[config.mk]
export PLATFORM = sky130hd
export DESIGN_NAME = time_strobe_gen_flat
export DESIGN_NICKNAME = d
export VERILOG_FILES = /design/src/rtl/time_strobe_gen_pkg.sv /design/src/rtl/time_strobe_gen_if.sv /design/src/rtl/time_strobe_gen_pps_edge_sync.sv /design/src/rtl/time_strobe_gen.sv /design/src/flat_wrapper.sv
export SDC_FILE = /design/constraint.sdc
export NUM_CORES = 1
export LEC_CHECK = 0
export ABC_CLOCK_PERIOD_IN_PS = 12100
export CORE_MARGIN = 4
export CORE_UTILIZATION = 50
export DETAILED_ROUTE_END_ITERATION = 12
export PLACE_DENSITY = 0.85
export SLEW_MARGIN = 25
export SYNTH_ARGS = -nofsm -noshare
export SYNTH_HDL_FRONTEND = slang
export SYNTH_HIERARCHICAL = 1
export SYNTH_SLANG_ARGS = --single-unit
[constraint.sdc]
create_clock -name aclk -period 12.1 [get_ports aclk]
set_input_delay 1.815 -clock aclk [delete_from_list [all_inputs] [get_ports aclk]]
set_output_delay 1.815 -clock aclk [all_outputs]
set_load 0.1 [all_outputs]
[src/rtl/time_strobe_gen_pkg.sv]
// Shared timing definitions for the time-synchronisation strobe link.
// The downstream receiver imports the same NS_PER_SEC so both ends roll seconds identically.
package time_strobe_gen_pkg;

   localparam logic [31:0] NS_PER_SEC = 32'd1_000_000_000;

   typedef enum logic [2:0] {
      ST_IDLE,
      ST_COMP,
      ST_SETUP,
      ST_WAIT_PPS,
      ST_STROBE,
      ST_HOLD
   } tsg_state_e;

   typedef struct packed {
      logic [31:0] sec;
      logic [31:0] ns;
   } tstamp_t;

   // The PPS edge reaches the FSM two cycles after it is registered: sync stage plus edge register.
   function automatic logic [31:0] pps_lat_ns(input int unsigned clk_period_ns);
      return 32'(2 * clk_period_ns);
   endfunction

   // Adds a latency offset to a timestamp, carrying into seconds with 32-bit wrap.
   function automatic tstamp_t apply_comp(input logic [31:0] sec,
                                          input logic [31:0] base_ns,
                                          input logic [31:0] comp_ns);
      logic [32:0] sum;
      tstamp_t     t;
      sum = {1'b0, base_ns} + {1'b0, comp_ns};
      if (sum >= {1'b0, NS_PER_SEC}) begin
         t.sec = sec + 32'd1;
         t.ns  = 32'(sum - {1'b0, NS_PER_SEC});
      end else begin
         t.sec = sec;
         t.ns  = 32'(sum);
      end
      return t;
   endfunction

endpackage

[src/rtl/time_strobe_gen_if.sv]
// Time-set request channel: seconds/nanoseconds plus PPS-alignment flag on a valid/ready handshake.
interface time_strobe_gen_if;

   logic [31:0] s_sec;
   logic [31:0] s_ns;
   logic        s_at_pps;
   logic        s_valid;
   logic        s_ready;

   modport master (output s_sec, output s_ns, output s_at_pps, output s_valid, input s_ready);
   modport slave  (input s_sec, input s_ns, input s_at_pps, input s_valid, output s_ready);

endinterface

[src/rtl/time_strobe_gen_pps_edge_sync.sv]
// Three-flop synchroniser for an asynchronous PPS input followed by a registered
// rising-edge pulse; usable by any PPS consumer in the aclk domain.
module pps_edge_sync (
   input  logic aclk,
   input  logic aresetn,
   input  logic pps_in,
   output logic pps_rise
);

   (* ASYNC_REG = "TRUE" *) logic [2:0] sync_q;

   // NOTE: sequential state uses non-blocking assignments so every flop samples pre-edge values.
   always_ff @(posedge aclk or negedge aresetn) begin
      if (!aresetn) begin
         sync_q   <= '0;
         pps_rise <= 1'b0;
      end else begin
         sync_q   <= {sync_q[1:0], pps_in};
         pps_rise <= sync_q[1] & ~sync_q[2];
      end
   end

endmodule

[src/rtl/time_strobe_gen.sv]
// Time-strobe transmitter: registers a time-set request, adds latency compensation and
// drives sec/ns with a framed strobe, either immediately or aligned to the next PPS edge.
module time_strobe_gen
   import time_strobe_gen_pkg::*;
#(
   parameter int unsigned CLK_PERIOD_NS      = 10,
   parameter int unsigned COMP_NS            = 30,
   parameter int unsigned SETUP_CYCLES       = 4,
   parameter int unsigned STROBE_CYCLES      = 4,
   parameter int unsigned HOLD_CYCLES        = 4,
   parameter int unsigned PPS_TIMEOUT_CYCLES = 200_000_000
) (
   input  logic               aclk,
   input  logic               aresetn,
   time_strobe_gen_if.slave   req,
   input  logic               pps_in,
   output logic [31:0]        time_strobe_sec,
   output logic [31:0]        time_strobe_ns,
   output logic               time_strobe,
   output logic               busy,
   output logic               done,
   output logic               err_range,
   output logic               err_timeout
);

   localparam logic [7:0]  SETUP_LD  = 8'(SETUP_CYCLES - 1);
   localparam logic [7:0]  STROBE_LD = 8'(STROBE_CYCLES - 1);
   localparam logic [7:0]  HOLD_LD   = 8'(HOLD_CYCLES - 1);
   localparam logic [31:0] TMO_LAST  = 32'(PPS_TIMEOUT_CYCLES - 1);
   localparam logic [31:0] PPS_LAT   = pps_lat_ns(CLK_PERIOD_NS);

   tsg_state_e  state_q, state_d;
   logic [7:0]  phase_q, phase_d;
   logic [31:0] tmo_q, tmo_d;
   logic        ready_q;
   logic        accept, capture, load_out, range_bad, tmo_hit;
   logic [31:0] sec_q, ns_q;
   logic        at_pps_q;
   logic        pps_rise;
   tstamp_t     comp_t;

   pps_edge_sync u_pps_sync (
      .aclk     (aclk),
      .aresetn  (aresetn),
      .pps_in   (pps_in),
      .pps_rise (pps_rise)
   );

   assign accept      = req.s_valid & ready_q & (state_q == ST_IDLE);
   assign req.s_ready = ready_q;
   assign busy        = (state_q != ST_IDLE);
   assign done        = (state_q == ST_HOLD) && (phase_q == 8'd0);

   always_comb begin
      comp_t = apply_comp(sec_q, at_pps_q ? PPS_LAT : ns_q, 32'(COMP_NS));
   end

   always_comb begin
      // NOTE: every combinational output gets a default first so no path can infer a latch.
      state_d   = state_q;
      phase_d   = phase_q;
      tmo_d     = tmo_q;
      capture   = 1'b0;
      load_out  = 1'b0;
      range_bad = 1'b0;
      tmo_hit   = 1'b0;
      unique case (state_q)
         ST_IDLE: begin
            if (accept) begin
               if (!req.s_at_pps && (req.s_ns >= NS_PER_SEC)) begin
                  range_bad = 1'b1;
               end else begin
                  capture = 1'b1;
                  state_d = ST_COMP;
               end
            end
         end
         ST_COMP: begin
            load_out = 1'b1;
            if (at_pps_q) begin
               state_d = ST_WAIT_PPS;
               tmo_d   = '0;
            end else begin
               state_d = ST_SETUP;
               phase_d = SETUP_LD;
            end
         end
         ST_SETUP: begin
            if (phase_q == 8'd0) begin
               state_d = ST_STROBE;
               phase_d = STROBE_LD;
            end else begin
               phase_d = phase_q - 8'd1;
            end
         end
         ST_WAIT_PPS: begin
            // Edge is tested first so a PPS arriving on the timeout cycle still strobes.
            if (pps_rise) begin
               state_d = ST_STROBE;
               phase_d = STROBE_LD;
            end else if (tmo_q == TMO_LAST) begin
               state_d = ST_IDLE;
               tmo_hit = 1'b1;
            end else begin
               tmo_d = tmo_q + 32'd1;
            end
         end
         ST_STROBE: begin
            if (phase_q == 8'd0) begin
               state_d = ST_HOLD;
               phase_d = HOLD_LD;
            end else begin
               phase_d = phase_q - 8'd1;
            end
         end
         ST_HOLD: begin
            if (phase_q == 8'd0) begin
               state_d = ST_IDLE;
            end else begin
               phase_d = phase_q - 8'd1;
            end
         end
         default: state_d = ST_IDLE;
      endcase
   end

   always_ff @(posedge aclk or negedge aresetn) begin
      if (!aresetn) begin
         state_q     <= ST_IDLE;
         phase_q     <= '0;
         tmo_q       <= '0;
         ready_q     <= 1'b0;
         time_strobe <= 1'b0;
         err_range   <= 1'b0;
         err_timeout <= 1'b0;
      end else begin
         state_q     <= state_d;
         phase_q     <= phase_d;
         tmo_q       <= tmo_d;
         ready_q     <= (state_d == ST_IDLE);
         time_strobe <= (state_d == ST_STROBE);
         err_range   <= range_bad;
         err_timeout <= tmo_hit;
      end
   end

   // NOTE: data registers are reset too, because the outputs must read zero while aresetn is low.
   always_ff @(posedge aclk or negedge aresetn) begin
      if (!aresetn) begin
         sec_q           <= '0;
         ns_q            <= '0;
         at_pps_q        <= 1'b0;
         time_strobe_sec <= '0;
         time_strobe_ns  <= '0;
      end else begin
         if (capture) begin
            sec_q    <= req.s_sec;
            ns_q     <= req.s_ns;
            at_pps_q <= req.s_at_pps;
         end
         // Outputs change only here, so they are frozen through SETUP, STROBE and HOLD.
         if (load_out) begin
            time_strobe_sec <= comp_t.sec;
            time_strobe_ns  <= comp_t.ns;
         end
      end
   end

endmodule

[src/flat_wrapper.sv]
// flat-port wrapper written by rule: the top's interface ports become plain ports
module time_strobe_gen_flat import time_strobe_gen_pkg::*;
#(
   parameter int unsigned CLK_PERIOD_NS      = 10,
   parameter int unsigned COMP_NS            = 30,
   parameter int unsigned SETUP_CYCLES       = 4,
   parameter int unsigned STROBE_CYCLES      = 4,
   parameter int unsigned HOLD_CYCLES        = 4,
   parameter int unsigned PPS_TIMEOUT_CYCLES = 200_000_000
)
  (aclk, aresetn, pps_in, time_strobe_sec, time_strobe_ns, time_strobe, busy, done, err_range, err_timeout, req_s_sec, req_s_ns, req_s_at_pps, req_s_valid, req_s_ready);
  time_strobe_gen_if req_i ();
  input  logic aclk;
  input  logic aresetn;
  input  logic pps_in;
  output logic [31:0] time_strobe_sec;
  output logic [31:0] time_strobe_ns;
  output logic time_strobe;
  output logic busy;
  output logic done;
  output logic err_range;
  output logic err_timeout;
  input wire logic [$bits(req_i.s_sec)-1:0] req_s_sec;
  input wire logic [$bits(req_i.s_ns)-1:0] req_s_ns;
  input wire logic [$bits(req_i.s_at_pps)-1:0] req_s_at_pps;
  input wire logic [$bits(req_i.s_valid)-1:0] req_s_valid;
  output wire logic [$bits(req_i.s_ready)-1:0] req_s_ready;
  assign req_i.s_sec = req_s_sec;
  assign req_i.s_ns = req_s_ns;
  assign req_i.s_at_pps = req_s_at_pps;
  assign req_i.s_valid = req_s_valid;
  assign req_s_ready = req_i.s_ready;
  time_strobe_gen #(.CLK_PERIOD_NS(CLK_PERIOD_NS), .COMP_NS(COMP_NS), .SETUP_CYCLES(SETUP_CYCLES), .STROBE_CYCLES(STROBE_CYCLES), .HOLD_CYCLES(HOLD_CYCLES), .PPS_TIMEOUT_CYCLES(PPS_TIMEOUT_CYCLES)) u_core (.aclk(aclk), .aresetn(aresetn), .req(req_i), .pps_in(pps_in), .time_strobe_sec(time_strobe_sec), .time_strobe_ns(time_strobe_ns), .time_strobe(time_strobe), .busy(busy), .done(done), .err_range(err_range), .err_timeout(err_timeout));
endmodule
* Word-level counts from Yosys, hierarchy flattened *
Index checks and enable logic that the tools add are counted.
Widths: inputs -> output; s select.

cells by class
  add/subtract/negate cells = 5
  $mul = 0
  divide/modulo/power cells = 0
  magnitude comparators = 2
  equal/unequal tests = 13
  shift operators = 0
  multiplexer cells = 30
  bitwise gates (word level) = 4
  reductions and logical operators = 12

operators by type and width
  operator                number
  $mux 32                 4
  $add 32x1->32 const B   2
  $mux 64                 1
  $pmux 32 s2             1
  $add 32x5->33 const B   1
  $ge 33x30->1 const B    1
  $eq 32x28->1 const B    1
  $ge 32x30->1 const B    1
  $mux 8                  4
  $pmux 8 s4              1
  $sub 32x30->32 const B  1
  $mux 3                  7
  $pmux 3 s6              1
  $mux 1                  11
  $ne 2x2->1 const B      5
  $eq 3x3->1 const B      3
  $logic_not 8->1         1
  $reduce_and 4->1        2
  $sub 8x1->8 const B     1
  $eq 3x2->1 const B      2
  $logic_not 3->1         2
  $reduce_bool 4->1       1
  $and 1x1->1             3
  $eq 3x1->1 const B      1
  7 further kinds         8

storage, ports and cells
  flip-flop bits (word level) = 180
  bits in latches = 0
  bits in writable memories = 0
  ROM bits = 0
  logic and storage cells = 80
  memories kept = 0

* Logic depth before layout (Yosys ltp) *
  depth in word-level cells = 6
  mapped depth = 20

* Cells and area by module *
The synthesis kept the hierarchy.

modules (own cells, without submodules)
  module           instances  cells each  area each (sq um)  seq. area each (sq um)
  time_strobe_gen  1          1004        9646.8             4404.2
  pps_edge_sync    1          5           113.9              100.1

* Worst setup path after synthesis *
No wires, ideal clock.

  path kind = flip-flop to flip-flop
  start = register u_core.at_pps_q
  end = register u_core.time_strobe_sec[10]
  library setup time = 0.082 ns
  arrival time = 4.989 ns
  data required time = 12.018 ns
  path slack = 7.029 ns
  stages on the path, launching flop included = 20
  path buffers = 7
  clock period less this slack = 5.071 ns
  cells stage by stage = dfrtp_1 > clkbuf_1 > buf_1 > clkbuf_1 > clkbuf_1 > nor2_1 > ha_1 > nor3b_1 > or4_4 > buf_6 > or3_1 > or3_4 > a21oi_4 > nand2_2 > o31a_1 > buf_6 > and2_1 > buf_2 > or3_1 > a31oi_1

on the way
  cells in the longest elaborated chain, start to end = 4

ends and longest elaborated chain
  what                      RTL line                   text
  start: declaration        time_strobe_gen.sv:38      logic at_pps_q;
  start signal: assignment  time_strobe_gen.sv:159     at_pps_q <= req.s_at_pps;
  $mux 32                   time_strobe_gen.sv:55      comp_t = apply_comp(sec_q, at_pps_q ? PPS_LAT : ns_q, 32'(COMP_NS));
  $add 32x5->33             time_strobe_gen_pkg.sv:32  sum = {1'b0, base_ns} + {1'b0, comp_ns};
  $ge 33x30->1              time_strobe_gen_pkg.sv:33  if (sum >= {1'b0, NS_PER_SEC}) begin
  $mux 64                   time_strobe_gen_pkg.sv:33
  end signal: assignment    time_strobe_gen.sv:163     time_strobe_sec <= comp_t.sec;
  end: declaration          time_strobe_gen.sv:17      output logic [31:0] time_strobe_sec,

No other way between the ends.
A chain may end at the register's enable or synchronous reset.

* Final worst setup path *
  start = register u_core.phase_q[4]
  end = output done

on the way
  cells in the longest elaborated chain, start to end = 2

ends and longest elaborated chain
  what                      RTL line                text
  start: declaration        time_strobe_gen.sv:33   logic [7:0] phase_q, phase_d;
  start signal: assignment  time_strobe_gen.sv:138  phase_q <= phase_d;
  $logic_not 8->1           time_strobe_gen.sv:52   assign done = (state_q == ST_HOLD) && (phase_q == 8'd0);
  $logic_and 1x1->1         time_strobe_gen.sv:52
  end: declaration          flat_wrapper.sv:20      output logic done;

No other way between the ends.

==> metrics <==
overall overflow remaining after global route=0; Largest stage delay, worst path=roughly 1100 ps; result of the run=completed; worst hold path type=flop to flop; busiest layer in global routing=met2; achievable frequency=between 150 and 200 MHz; total routing usage reported by global routing=0.230; clock net sink count=180; via count=~8000; static leakage=approximately 4.7 nW; routed wire length=24500 um; maxcap violations=0; cell type of the slowest stage on the worst timing path=sky130_fd_sc_hd__clkdlybuf4s50_1; quantity of gates resized following cts=0; wire length of the first global-routing pass=a little over 40000 um; largest fanout of any net on the critical path=7; total power draw=between 3 and 4 mW; count of final setup violators=0; Die X=~150 um; share of layout cells above drive strength 1=0.121; largest net degree at the start of global routing=114; sort of element at the start of the critical path=flop; Core Area=0.0190 mm2; ANT nets after route=0; synthesized netlist cell count=~1000; setup slack of the worst register-to-register path=just over 7000 ps; CTS H-tree lvls=4; total buffers and inverters traversed by the critical path=1; clock tree from TritonCTS=done; net count reported at finish=1196; pwr/cell area=about 300 mW/mm2; clock latency at the later pin of the worst-skew pair=450 ps; number of unique standard cell types used by synthesis=a little under 70; transition at the pin with the smallest max-transition slack=1080 ps; EDFF count, synth=0; per-cell via count in the routed design=slightly below 6; fraction of the cycle the final worst path needs=0.431; Critical Path AT=between 3000 and 4000 ps; cts bufs inserted=17; Worst VDD drop=approximately 0.17 mV; number of fill cells=around 1500; via count of the first global-routing pass=8077; Crit path max-delay family=simple AND/OR/NAND/NOR gates; synthesis-to-layout area growth=22.5%; required time reported for the critical path endpoint=approximately 10000 ps; minimum setup slack after placement=just over 7000 ps; site row count=50; Clock Tree Root=sky130_fd_sc_hd__clkbuf_16; floorplan die area=roughly 0.022 mm2; final sum of negative setup slack=0 ps; quantity of hold-fixing buffers added after cts=0; Yosys reg bits=180; Reg-to-Reg End=u_core/time_strobe_ns[10]$_DFFE_PN0P_; final estimated routing congestion in global placement=~0.9; first-pass detailed-route iteration total=6; mean cell area of the mapped netlist=slightly below 10 um2; worst reg-to-reg path cell count=14; count of input and output buffers=between 100 and 150; boundary pin count=around 140; ordered list of cells on the worst path=or4_1 -> nor3_1 -> nand2_1 -> nor2_1 -> clkdlybuf4s50_1; number of antenna violations at the first check in global routing=0; Antenna Cells=0; chip height=148 um; min Tclk post-route=between 5000 and 6000 ps; DP HPWL=roughly 17000 um; FFs w/ async S/R, synth=1.00; total number of yosys warnings=6; clk slew on worst S/H paths=roughly 70 ps; Mapped Area=~0.0098 mm2; Detailed Route Iter0 Violations=roughly 650; headroom to the max-slew limit=0.280; fraction of the yosys area taken by sequential cells=0.461; final hold violations=0; worst setup path category=flop to output pin; starting density of the core=0.515; met1 Usage GRT=0.291; Worst Skew=~18 ps; buffer count from post-CTS setup fixing=0; top flip-flop cell by instance count after synthesis=sky130_fd_sc_hd__dfrtp_1; detailed-route DRC error count=0; maximum clock insertion buffer count=2; unrepaired setup endpoints after global routing=false; crit path capture type=output pin; least setup slack across all paths after layout=6890 ps; Net Count, Synth=1083; Hold Path Sink=u_core/u_pps_sync/sync_q[1]$_DFF_PN0_; Final Max Slew Viols=0; grt met2 use=0.386; WL/cell=between 15 and 20 um; startpoint of the most critical register-to-register path=u_core/at_pps_q$_DFFE_PN0P_; met3 GRT Util=0.0490; Worst Hold Path Cells=0; launch instance of the worst min-delay path=u_core/u_pps_sync/sync_q[0]$_DFF_PN0_
==> layer usage <==
metal	vias up	wire length, um
met5	-	0
met4	0	641
met3	54	1380
met2	252	12300
met1	3922	10200
li1	3835	-
==> worst max path at each step <==
stage	end	cells after the start	startpoint	slack [ps]
6_report	done	5	u_core/phase_q[4]$_DFFE_PN0P_	6890
4_1_cts	done	5	u_core/phase_q[4]$_DFFE_PN0P_	6890
3_5_place_dp	u_core/time_strobe_ns[10]$_DFFE_PN0P_	14	u_core/at_pps_q$_DFFE_PN0P_	7150
5_1_grt	done	5	u_core/phase_q[4]$_DFFE_PN0P_	6700
2_1_floorplan	u_core/time_strobe_sec[10]$_DFFE_PN0P_	19	u_core/at_pps_q$_DFFE_PN0P_	7030
3_3_place_gp	u_core/time_strobe_ns[10]$_DFFE_PN0P_	14	u_core/at_pps_q$_DFFE_PN0P_	7280
==> cell families (layout without fill, tap and decap cells) <==
group           count (synthesis)  in the layout  synth area share
mux                            71             71            0.0814
xor+xnor                       91             91            0.0817
compound gates                207            207             0.140
flops                         180            180             0.461
fa+ha+maj                       5              5           0.00641
buf+inv                        76            202            0.0327
simple gates                  379            379             0.196
==> Yosys cell counts, types with 4 or more instances <==
library cell	n	area, um2
sky130_fd_sc_hd__a2111oi_2	8	120
sky130_fd_sc_hd__a211o_1	6	52.6
sky130_fd_sc_hd__a211oi_1	14	105
sky130_fd_sc_hd__a21oi_1	45	225
sky130_fd_sc_hd__a22o_1	4	35.0
sky130_fd_sc_hd__a31oi_1	9	56.3
sky130_fd_sc_hd__and2_1	7	43.8
sky130_fd_sc_hd__and3_1	16	100
sky130_fd_sc_hd__and4_1	6	52.6
sky130_fd_sc_hd__buf_1	7	26.3
sky130_fd_sc_hd__buf_2	6	30.0
sky130_fd_sc_hd__clkbuf_1	36	135
sky130_fd_sc_hd__dfrtp_1	180	4500
sky130_fd_sc_hd__ha_1	5	62.6
sky130_fd_sc_hd__inv_1	23	86.3
sky130_fd_sc_hd__mux2_2	67	754
sky130_fd_sc_hd__mux2i_1	4	40.0
sky130_fd_sc_hd__nand2_1	113	424
sky130_fd_sc_hd__nand2b_1	7	43.8
sky130_fd_sc_hd__nand3_1	40	200
sky130_fd_sc_hd__nand4_1	19	119
sky130_fd_sc_hd__nand4b_1	6	52.6
sky130_fd_sc_hd__nor2_1	80	300
sky130_fd_sc_hd__nor2b_1	4	25.0
sky130_fd_sc_hd__nor3_1	21	105
sky130_fd_sc_hd__nor4_1	6	37.5
sky130_fd_sc_hd__o21a_1	5	37.5
sky130_fd_sc_hd__o21ai_0	49	245
sky130_fd_sc_hd__o21ai_1	33	165
sky130_fd_sc_hd__o31ai_1	6	45.0
sky130_fd_sc_hd__or3_1	23	144
sky130_fd_sc_hd__or4_1	8	60.1
sky130_fd_sc_hd__xnor2_1	61	534
sky130_fd_sc_hd__xor2_1	30	263
==> registers in the layout, summed over array words and instances (netlist names) <==
register / flops
u_core/time_strobe: 1
u_core/err_range: 1
u_core/state_q: 3
u_core/time_strobe_sec: 32
u_core/err_timeout: 1
u_core/sec_q: 32
u_core/req.s_ready: 1
u_core/time_strobe_ns: 32
u_core/u_pps_sync/pps_rise: 1
u_core/at_pps_q: 1
u_core/ns_q: 32
u_core/phase_q: 8
u_core/tmo_q: 32
u_core/u_pps_sync/sync_q: 3
==> stage by stage <==
stage	cell area, um2	util	hold slack, ps	cells
2_1_floorplan	9760	-	331	1009
3_3_place_gp	11300	0.597	336	1362
3_5_place_dp	11300	0.597	348	1362
4_1_cts	11900	0.629	364	1394
5_1_grt	12000	0.631	370	1395
6_report	12000	0.631	358	1395
==> layout by cell type, fill, tap and decap left out, types with 5 or more instances in the layout <==
cell,count
sky130_fd_sc_hd__a2111oi_2,8
sky130_fd_sc_hd__a211o_1,6
sky130_fd_sc_hd__a211oi_1,14
sky130_fd_sc_hd__a21oi_1,45
sky130_fd_sc_hd__a31oi_1,9
sky130_fd_sc_hd__and2_1,7
sky130_fd_sc_hd__and3_1,16
sky130_fd_sc_hd__and4_1,6
sky130_fd_sc_hd__buf_4,6
sky130_fd_sc_hd__clkbuf_16,17
sky130_fd_sc_hd__clkdlybuf4s50_1,137
sky130_fd_sc_hd__dfrtp_1,180
sky130_fd_sc_hd__ha_1,5
sky130_fd_sc_hd__inv_1,23
sky130_fd_sc_hd__mux2_2,67
sky130_fd_sc_hd__nand2_1,113
sky130_fd_sc_hd__nand2b_1,6
sky130_fd_sc_hd__nand3_1,40
sky130_fd_sc_hd__nand4_1,19
sky130_fd_sc_hd__nand4b_1,6
sky130_fd_sc_hd__nor2_1,80
sky130_fd_sc_hd__nor3_1,21
sky130_fd_sc_hd__nor4_1,6
sky130_fd_sc_hd__o21a_1,5
sky130_fd_sc_hd__o21ai_0,49
sky130_fd_sc_hd__o21ai_1,33
sky130_fd_sc_hd__o31ai_1,6
sky130_fd_sc_hd__or3_1,23
sky130_fd_sc_hd__or4_1,8
sky130_fd_sc_hd__xnor2_1,61
sky130_fd_sc_hd__xor2_1,30
==> power by group <==
part / switching, mW / total [mW] / internal [mW]
registers: 0.258 / 1.09 / 0.834
logic: 1.36 / 1.96 / 0.601
clock network: 0.239 / 0.566 / 0.327
total: 1.85 / 3.61 / 1.76
==> layout make-up <==
class	instances	area, um2	area share
clock buffer	22	484	0.0405
clock inverter	10	120	0.0100
inverter	23	86.3	0.00722
multi-input combinational	753	4950	0.415
sequential	180	4500	0.377
tap	260	325	0.0272
timing repair buffer	147	1480	0.124
Power figures use the tool's default switching activity.
